[config.mk]
export PLATFORM = sky130hd
export DESIGN_NAME = eth_tx_fcs_ctrl
export DESIGN_NICKNAME = d
export VERILOG_FILES = /design/src/rtl/eth_tx_fcs_ctrl.sv
export SDC_FILE = /design/constraint.sdc
export NUM_CORES = 1
export LEC_CHECK = 0
export BUFFER_PORTS_ARGS = -buffer_cell sky130_fd_sc_hd__buf_2
export CORE_MARGIN = 4
export CORE_UTILIZATION = 54
export CTS_BUF_LIST = sky130_fd_sc_hd__clkbuf_8
export CTS_CLUSTER_DIAMETER = 200
export DETAILED_ROUTE_END_ITERATION = 8
export PLACE_DENSITY = 0.87
export SKIP_CTS_REPAIR_TIMING = 1
export SYNTH_ARGS = -nofsm -noshare
export SYNTH_HDL_FRONTEND = slang
export SYNTH_SLANG_ARGS = --single-unit
[constraint.sdc]
create_clock -name clk -period 2.27 [get_ports clk]
set_clock_uncertainty 0.15 [all_clocks]
set_input_delay 0.454 -clock clk [delete_from_list [all_inputs] [get_ports clk]]
set_output_delay 0.454 -clock clk [all_outputs]
set_load 0.01 [all_outputs]
[src/rtl/eth_tx_fcs_ctrl.sv]
// Ethernet transmit frame sequencer: forwards frame bytes, drives a byte-wide CRC-32 engine, appends the FCS LSB-first and enforces the inter-frame gap.
// Optional zero-padding of short frames is built when the macro TX_PAD_EN is defined.
module eth_tx_fcs_ctrl #(
   parameter int DATALEN    = 8,
   parameter int CRC_LEN    = 32,
   parameter int MIN_FRAME  = 60,
   parameter int MAX_FRAME  = 1514,
   parameter int IFG_CYCLES = 12,
   parameter int CNT_W      = 12
) (
   input  logic               clk,
   input  logic               rst,
   input  logic [DATALEN-1:0] s_data,
   input  logic               s_valid,
   input  logic               s_last,
   output logic               s_ready,
   output logic [DATALEN-1:0] m_data,
   output logic               m_valid,
   output logic               m_last,
   input  logic               m_ready,
   output logic               crc_init,
   output logic               crc_update,
   output logic [DATALEN-1:0] crc_data,
   input  logic [CRC_LEN-1:0] crc_result,
   output logic               busy,
   output logic               frame_done,
   output logic               err_oversize
);

   localparam int FCS_BYTES = CRC_LEN / DATALEN;
   localparam int IDX_W     = (FCS_BYTES > 1) ? $clog2(FCS_BYTES) : 1;
   localparam int IFG_W     = $clog2(IFG_CYCLES + 1);
   localparam logic [IDX_W-1:0] IDX_LAST = IDX_W'(FCS_BYTES - 1);
   localparam logic [IFG_W-1:0] IFG_LAST = IFG_W'(IFG_CYCLES - 1);
   localparam logic [CNT_W-1:0] CNT_OVF  = CNT_W'(MAX_FRAME + 1);
`ifdef TX_PAD_EN
   localparam logic [CNT_W-1:0] CNT_MIN  = CNT_W'(MIN_FRAME);
`endif

   if (MIN_FRAME > MAX_FRAME || MAX_FRAME + 1 >= 2**CNT_W) begin : g_cfg_err
      $error("eth_tx_fcs_ctrl: frame length parameters do not fit the byte counter");
   end

   typedef enum logic [2:0] {
      S_IDLE,
      S_START,
      S_DATA,
`ifdef TX_PAD_EN
      S_PAD,
`endif
      S_WAIT,
      S_FCS,
      S_IFG
   } state_t;

   state_t                               r_state;
   state_t                               w_next;
   logic [CNT_W-1:0]                     r_byte_cnt;
   logic [CNT_W-1:0]                     w_cnt_inc;
   logic                                 w_cnt_en;
   logic [CRC_LEN-1:0]                   r_fcs;
   logic [FCS_BYTES-1:0][DATALEN-1:0]    w_fcs_bytes;
   logic [IDX_W-1:0]                     r_idx;
   logic [IFG_W-1:0]                     r_ifg_cnt;
   logic                                 r_err;

   // Byte counter saturates rather than wrapping so an oversize frame can never look short.
   assign w_cnt_inc    = (&r_byte_cnt) ? r_byte_cnt : r_byte_cnt + 1'b1;
   assign w_fcs_bytes  = r_fcs;
   assign busy         = (r_state != S_IDLE);
   assign err_oversize = r_err;

   // NOTE: every output and w_next gets a default first, so no path can infer a latch.
   always_comb begin
      w_next     = r_state;
      s_ready    = 1'b0;
      m_data     = '0;
      m_valid    = 1'b0;
      m_last     = 1'b0;
      crc_init   = 1'b0;
      crc_update = 1'b0;
      crc_data   = '0;
      frame_done = 1'b0;
      w_cnt_en   = 1'b0;
      case (r_state)
         S_IDLE: begin
            if (s_valid) w_next = S_START;
         end
         S_START: begin
            crc_init = 1'b1;
            w_next   = S_DATA;
         end
         S_DATA: begin
            m_data     = s_data;
            m_valid    = s_valid;
            s_ready    = m_ready;
            crc_data   = s_data;
            crc_update = s_valid && m_ready;
            w_cnt_en   = s_valid && m_ready;
            if (s_valid && m_ready && s_last) begin
`ifdef TX_PAD_EN
               w_next = (w_cnt_inc < CNT_MIN) ? S_PAD : S_WAIT;
`else
               w_next = S_WAIT;
`endif
            end
         end
`ifdef TX_PAD_EN
         S_PAD: begin
            m_valid    = 1'b1;
            crc_update = m_ready;
            w_cnt_en   = m_ready;
            if (m_ready && w_cnt_inc == CNT_MIN) w_next = S_WAIT;
         end
`endif
         S_WAIT: begin
            // Engine result settles one cycle after its last update.
            w_next = S_FCS;
         end
         S_FCS: begin
            m_valid = 1'b1;
            m_data  = w_fcs_bytes[r_idx];
            m_last  = (r_idx == IDX_LAST);
            if (m_ready && r_idx == IDX_LAST) begin
               frame_done = 1'b1;
               w_next     = S_IFG;
            end
         end
         S_IFG: begin
            if (r_ifg_cnt == IFG_LAST) w_next = S_IDLE;
         end
         default: w_next = S_IDLE;
      endcase
   end

   // NOTE: reset is synchronous and covers every register; there is no memory array here.
   // NOTE: state registers use non-blocking assignments so all of them update from the same pre-edge values.
   always_ff @(posedge clk) begin
      if (rst) begin
         r_state    <= S_IDLE;
         r_byte_cnt <= '0;
         r_fcs      <= '0;
         r_idx      <= '0;
         r_ifg_cnt  <= '0;
         r_err      <= 1'b0;
      end else begin
         r_state <= w_next;
         if (r_state == S_START) begin
            r_byte_cnt <= '0;
            r_err      <= 1'b0;
         end else if (w_cnt_en) begin
            r_byte_cnt <= w_cnt_inc;
            if (w_cnt_inc == CNT_OVF) r_err <= 1'b1;
         end
         if (r_state == S_WAIT) begin
            r_fcs <= crc_result;
            r_idx <= '0;
         end else if (r_state == S_FCS && m_ready) begin
            r_idx <= r_idx + 1'b1;
         end
         r_ifg_cnt <= (r_state == S_IFG) ? r_ifg_cnt + 1'b1 : '0;
      end
   end

endmodule
### Word-level counts from Yosys, hierarchy flattened

Cells that the tools add are included.

| word-level totals | value |
|---|---|
| output and inout port bits | 24 |
| flip-flop bits (word level) | 54 |
| logic and storage cells | 52 |

| operators by class | value |
|---|---|
| reductions and logical operators | 12 |
| order comparisons | 1 |
| muxes and demuxes | 17 |
| eq/ne operators | 12 |
| bitwise gates (word level) | 1 |
| $add $sub $neg | 3 |

Operators by type and width:

| cell | count |
|---|---|
| 3-bit case mux with 6 select lines | 1 |
| 8-bit binary-select mux with 2-bit select | 1 |
| 8-bit 2-to-1 mux | 2 |
| 8-bit case mux with 2 select lines | 1 |
| 12-bit by 1-bit adder with 12-bit output, second input constant | 1 |
| 12-bit by 11-bit == test with 1-bit output, second input constant | 1 |
| 12-bit 2-to-1 mux | 1 |
| 3-bit 2-to-1 mux | 4 |
| 12-bit AND reduction | 1 |
| 2-bit inequality test, second input constant | 4 |
| 3-bit by 2-bit == test with 1-bit output, second input constant | 2 |
| 3-bit == test, second input constant | 2 |
| 1-bit 2-to-1 mux | 6 |
| 2-bit OR reduction | 3 |
| 4-bit by 1-bit adder with 4-bit output, second input constant | 1 |
| 4-bit == test, second input constant | 1 |
| 1-bit logical AND | 4 |
| 4-bit AND reduction | 1 |
| 3-bit by 1-bit == test with 1-bit output, second input constant | 1 |
| 3-bit logical NOT | 1 |
| 2-bit by 3-bit < comparator with 1-bit output, second input constant | 1 |
| 3-bit nonzero test | 1 |
| 2-bit by 1-bit adder with 2-bit output, second input constant | 1 |
| 2-bit == test, second input constant | 1 |
| other kinds (3) | 3 |

### Depth between registers and ports, before layout

| depth | value |
|---|---|
| depth in word-level cells | 4 |
| depth in mapped cells | 7 |
| depth with buffers taken out | 6 |

### Worst setup path after synthesis

Ideal clock, no wire load.

| timing path | value |
|---|---|
| path type | register to output |
| start point | register r_idx[0] |
| end point | output port m_data[0] |
| path buffers | 1 |
| arrival | 1297 ps |
| stages on the path, launching flop included | 4 |
| data required time | 1666 ps |
| path slack | 369 ps |
| cells stage by stage | dfxtp_1 buf_2 mux4_2 a21o_1 |

| between the ends | value |
|---|---|
| longest elaborated chain between the ends | 3 |

RTL lines:

| what | RTL line | source |
|---|---|---|
| from (decl) | 63 | `logic [IDX_W-1:0] r_idx;` |
| from (signal assigned) | 159 | `r_idx <= r_idx + 1'b1;` |
| 8-bit binary-select mux with 2-bit select | 122 | `m_data = w_fcs_bytes[r_idx];` |
| 8-bit 2-to-1 mux (not written as such) | 122 |  |
| 8-bit case mux with 2 select lines | 85 | `case (r_state)` |
| to (decl) | 17 | `output logic [DATALEN-1:0] m_data,` |

No other way between the ends. The select of a mux whose other input is x is not followed.

### Final worst setup path

Same ends and word-level chain as after synthesis.

==> impl_metrics.csv <==
group,metric,value,unit
status,status,"finished clean",
worst_setup_path,slowest_stage,"mux4_2",
cts,cts_tree,"done",
placement,gp_congestion,0.8376,
pwr,power-per-cell-area,581.9,mW/mm2
logic_synthesis,synth-main-ff-cell,"dfxtp_1",
logic_synthesis,synth_edf_count,0,
cts,root_buffer,"clkbuf_8",
drt,wl_per_cell,14.49,um
grt,grt_first_pass_wirelength,10250,um
logic_synthesis,yosysSeqAreaShare,41.52,%
sta,fmax,448.2,MHz
cts,insertion_delay,310,ps
cts,numCtsBuffers,5,
logic_synthesis,avgSynthCellArea,8.399,um2
logic_synthesis,synth_area_leader_cell,"dfxtp_1",
sta,setup_ws,38.98,ps
logic_synthesis,synth_simple_gate_area_share,27.82,%
grt,grt_use_total,20.99,%
sta,fin_crit,2231,ps
sta,hold_viol_final,0,
worst_setup_path,max_stage_delay,510,ps
worst_setup_path,crit_type,"flip-flop to output pin",
floorplan,design.die.area,0.005997,mm2
drt,drc,0,
worst_setup_path,critPathArrivalTime,1630,ps
drt,antenna_left,0,
drt,wirelength,6157,um
logic_synthesis,synth_compound_gate_area_share,13.94,%
logic_synthesis,synthCells,310,
worst_setup_path,critPathCaptureType,"output pin",
sta,slew-limit-headroom,22.59,%
logic_synthesis,ys_async_sr_fraction,0,%
floorplan,start_util,55.49,%
cts,clockBufferDepth,2,
job,cap_violations,0,
sta,period_share,98.28,%
sta,rsz0062_at_grt,"true",
worst_setup_path,cp.required,1670,ps
sta,finalMaxSlewViolations,0,
cts,clk_pin_slew,100,ps
logic_synthesis,synth.distinct_cells,47,
layout,area_growth,18.50,%
drt,drtPass1Iterations,4,
logic_synthesis,ys_seq_elements,54,
pwr,static-leakage-power,0.001289,uW
logic_synthesis,synthAdderAreaFrac,1.442,%
floorplan,die_x,77.44,um
logic_synthesis,synthXorXnorAreaFrac,2.691,%
drt,drt-initial-drc-count,146,
logic_synthesis,synth_top_cells_by_count,"73 x nand2_1, 54 x dfxtp_1, 38 x a21oi_1",
cts,h-tree-depth,2,
placement,hpwlAfterDp,4399,um
layout,nets,418,
logic_synthesis,synth.area.mux_share,8.457,%
grt,first_global_vias,2248,
logic_synthesis,yosysWarningCount,0,
layout,diodes,0,
logic_synthesis,yosys.cell_count.top_type,"nand2_1",
logic_synthesis,synth_top_area_share,41.52,%
placement,place_area,0.002953,mm2
logic_synthesis,netlist_area,0.002604,mm2
logic_synthesis,netlist_top_cells_area,"dfxtp_1 42%, nand2_1 11%, a21oi_1 7.3%",
placement,dp_slack,284.8,ps
drt,vias_per_cell,5.565,
floorplan,ios,69,
grt,grt-ovfl-total,0,
layout,fin_util,65.76,%
worst_setup_path,cp_cell_sequence,"buf_4 > mux4_2 > a21o_1 > buf_2",
placement,io_buffers,68,
logic_synthesis,synth_nets,358,
layout,nFillCells,379,
min_path,worstHoldPathType,"primary input to flip-flop",
floorplan,dieHeight,77.44,um
drt,num_vias,2365,
pwr,vdd_drop_max,0.0004777,V
sta,tightest_slew,1161,ps
layout,drive_gt1_share,28.57,%
grt,antenna_found_initial,0,
grt,grt_max_degree,36,
cts,cts_num_sinks,54,
worst_setup_path,cp-start-kind,"flip-flop",
layout,final_area,0.003085,mm2
worst_setup_path,critical_path.max_fanout,4,
logic_synthesis,synth_top_family_by_area,"simple AND/OR/NAND/NOR gates",
sta,setup_violations,0,
floorplan,rows,25,
floorplan,coreArea,0.004692,mm2
-- critical path: cells and delay by family (launching register included) --
kind,cells,cell delay [ps]
muxes,1,510
DFF,1,350
buffers and inverters,2,270
AOI/OAI and AO/OA,1,190
-- power by group --
part,switching [uW],internal (uW),leakage (uW)
Clock,323,331,0.0000585
Combinational,89.1,77.7,0.000793
Sequential,13.5,961,0.000438
-- metal layers --
layer	GRT usage (%)	share of wire [%]	vias to the layer above
met1	26.27	43	1099
met3	4.176	4.6	11
met5	0	0	-
met2	35.41	50	65
li1	-	-	1190
met4	8.363	2.0	0
-- cells in the final DEF, fill, tap and decap left out, types with 2 or more instances in the layout --
| master | instances |
|---|---|
| mux4_2 | 8 |
| xnor2_1 | 4 |
| or3_1 | 2 |
| nand3b_1 | 2 |
| nand3_1 | 8 |
| and2_1 | 12 |
| a211oi_1 | 2 |
| dfxtp_1 | 50 |
| dfxtp_2 | 4 |
| mux2i_1 | 4 |
| nor3_1 | 7 |
| xor2_1 | 4 |
| buf_2 | 68 |
| a31oi_1 | 6 |
| and3_1 | 3 |
| and4_1 | 2 |
| nand4_1 | 2 |
| nand2_1 | 73 |
| or2_2 | 3 |
| buf_4 | 5 |
| clkbuf_8 | 5 |
| inv_1 | 2 |
| a21o_1 | 9 |
| nor2_1 | 20 |
| ha_1 | 3 |
| a21oi_1 | 38 |
-- flip-flops by register name, summed over array words and instances (netlist names) --
| signal | cells |
|---|---|
| r_ifg_cnt | 4 |
| r_fcs | 32 |
| r_byte_cnt | 12 |
| err_oversize | 1 |
| r_state | 3 |
| r_idx | 2 |
-- logic make-up (layout without fill, tap and decap cells) --
family / count (synthesis) / count (layout)
mux: 12 / 12
compound gates: 62 / 62
buf+inv: 24 / 85
xor+xnor: 8 / 8
simple gates: 147 / 147
fa+ha+maj: 3 / 3
flops: 54 / 54
-- final timing paths --
path,end,slack (ps),depth (start not counted),from
setup / recovery,m_data[0],40,4,r_idx[0]
setup reg to reg,r_fcs[13],230,3,r_state[0]
hold / removal,r_fcs[31],220,3,crc_result[31]
hold reg to reg,r_fcs[18],310,2,r_fcs[18]
-- area by class of cell --
type | count | area (um2) | share of cell area (%)
timing repair buffer | 74 | 389.1 | 12.61
inverter | 3 | 13.76 | 0.4461
clock inverter | 3 | 43.79 | 1.419
sequential | 54 | 1086 | 35.20
tap | 54 | 67.56 | 2.190
multi-input combinational | 232 | 1416 | 45.90
clock buffer | 5 | 68.82 | 2.230
-- through the flow --
step / total power, uW / TNS, ps / hold slack (ps) / std cells
after global placement: 1156 / 0 / 283.8 / 416
after CTS: 1807 / -149.0 / 209.0 / 424
after floorplan: 1083 / 0 / 267.6 / 310
after detailed placement: 1159 / 0 / 294.7 / 416
after global routing: 1864 / -49.21 / 216.4 / 425
final: 1795 / 0 / 217.7 / 425
(Power assumes the default switching activity.)
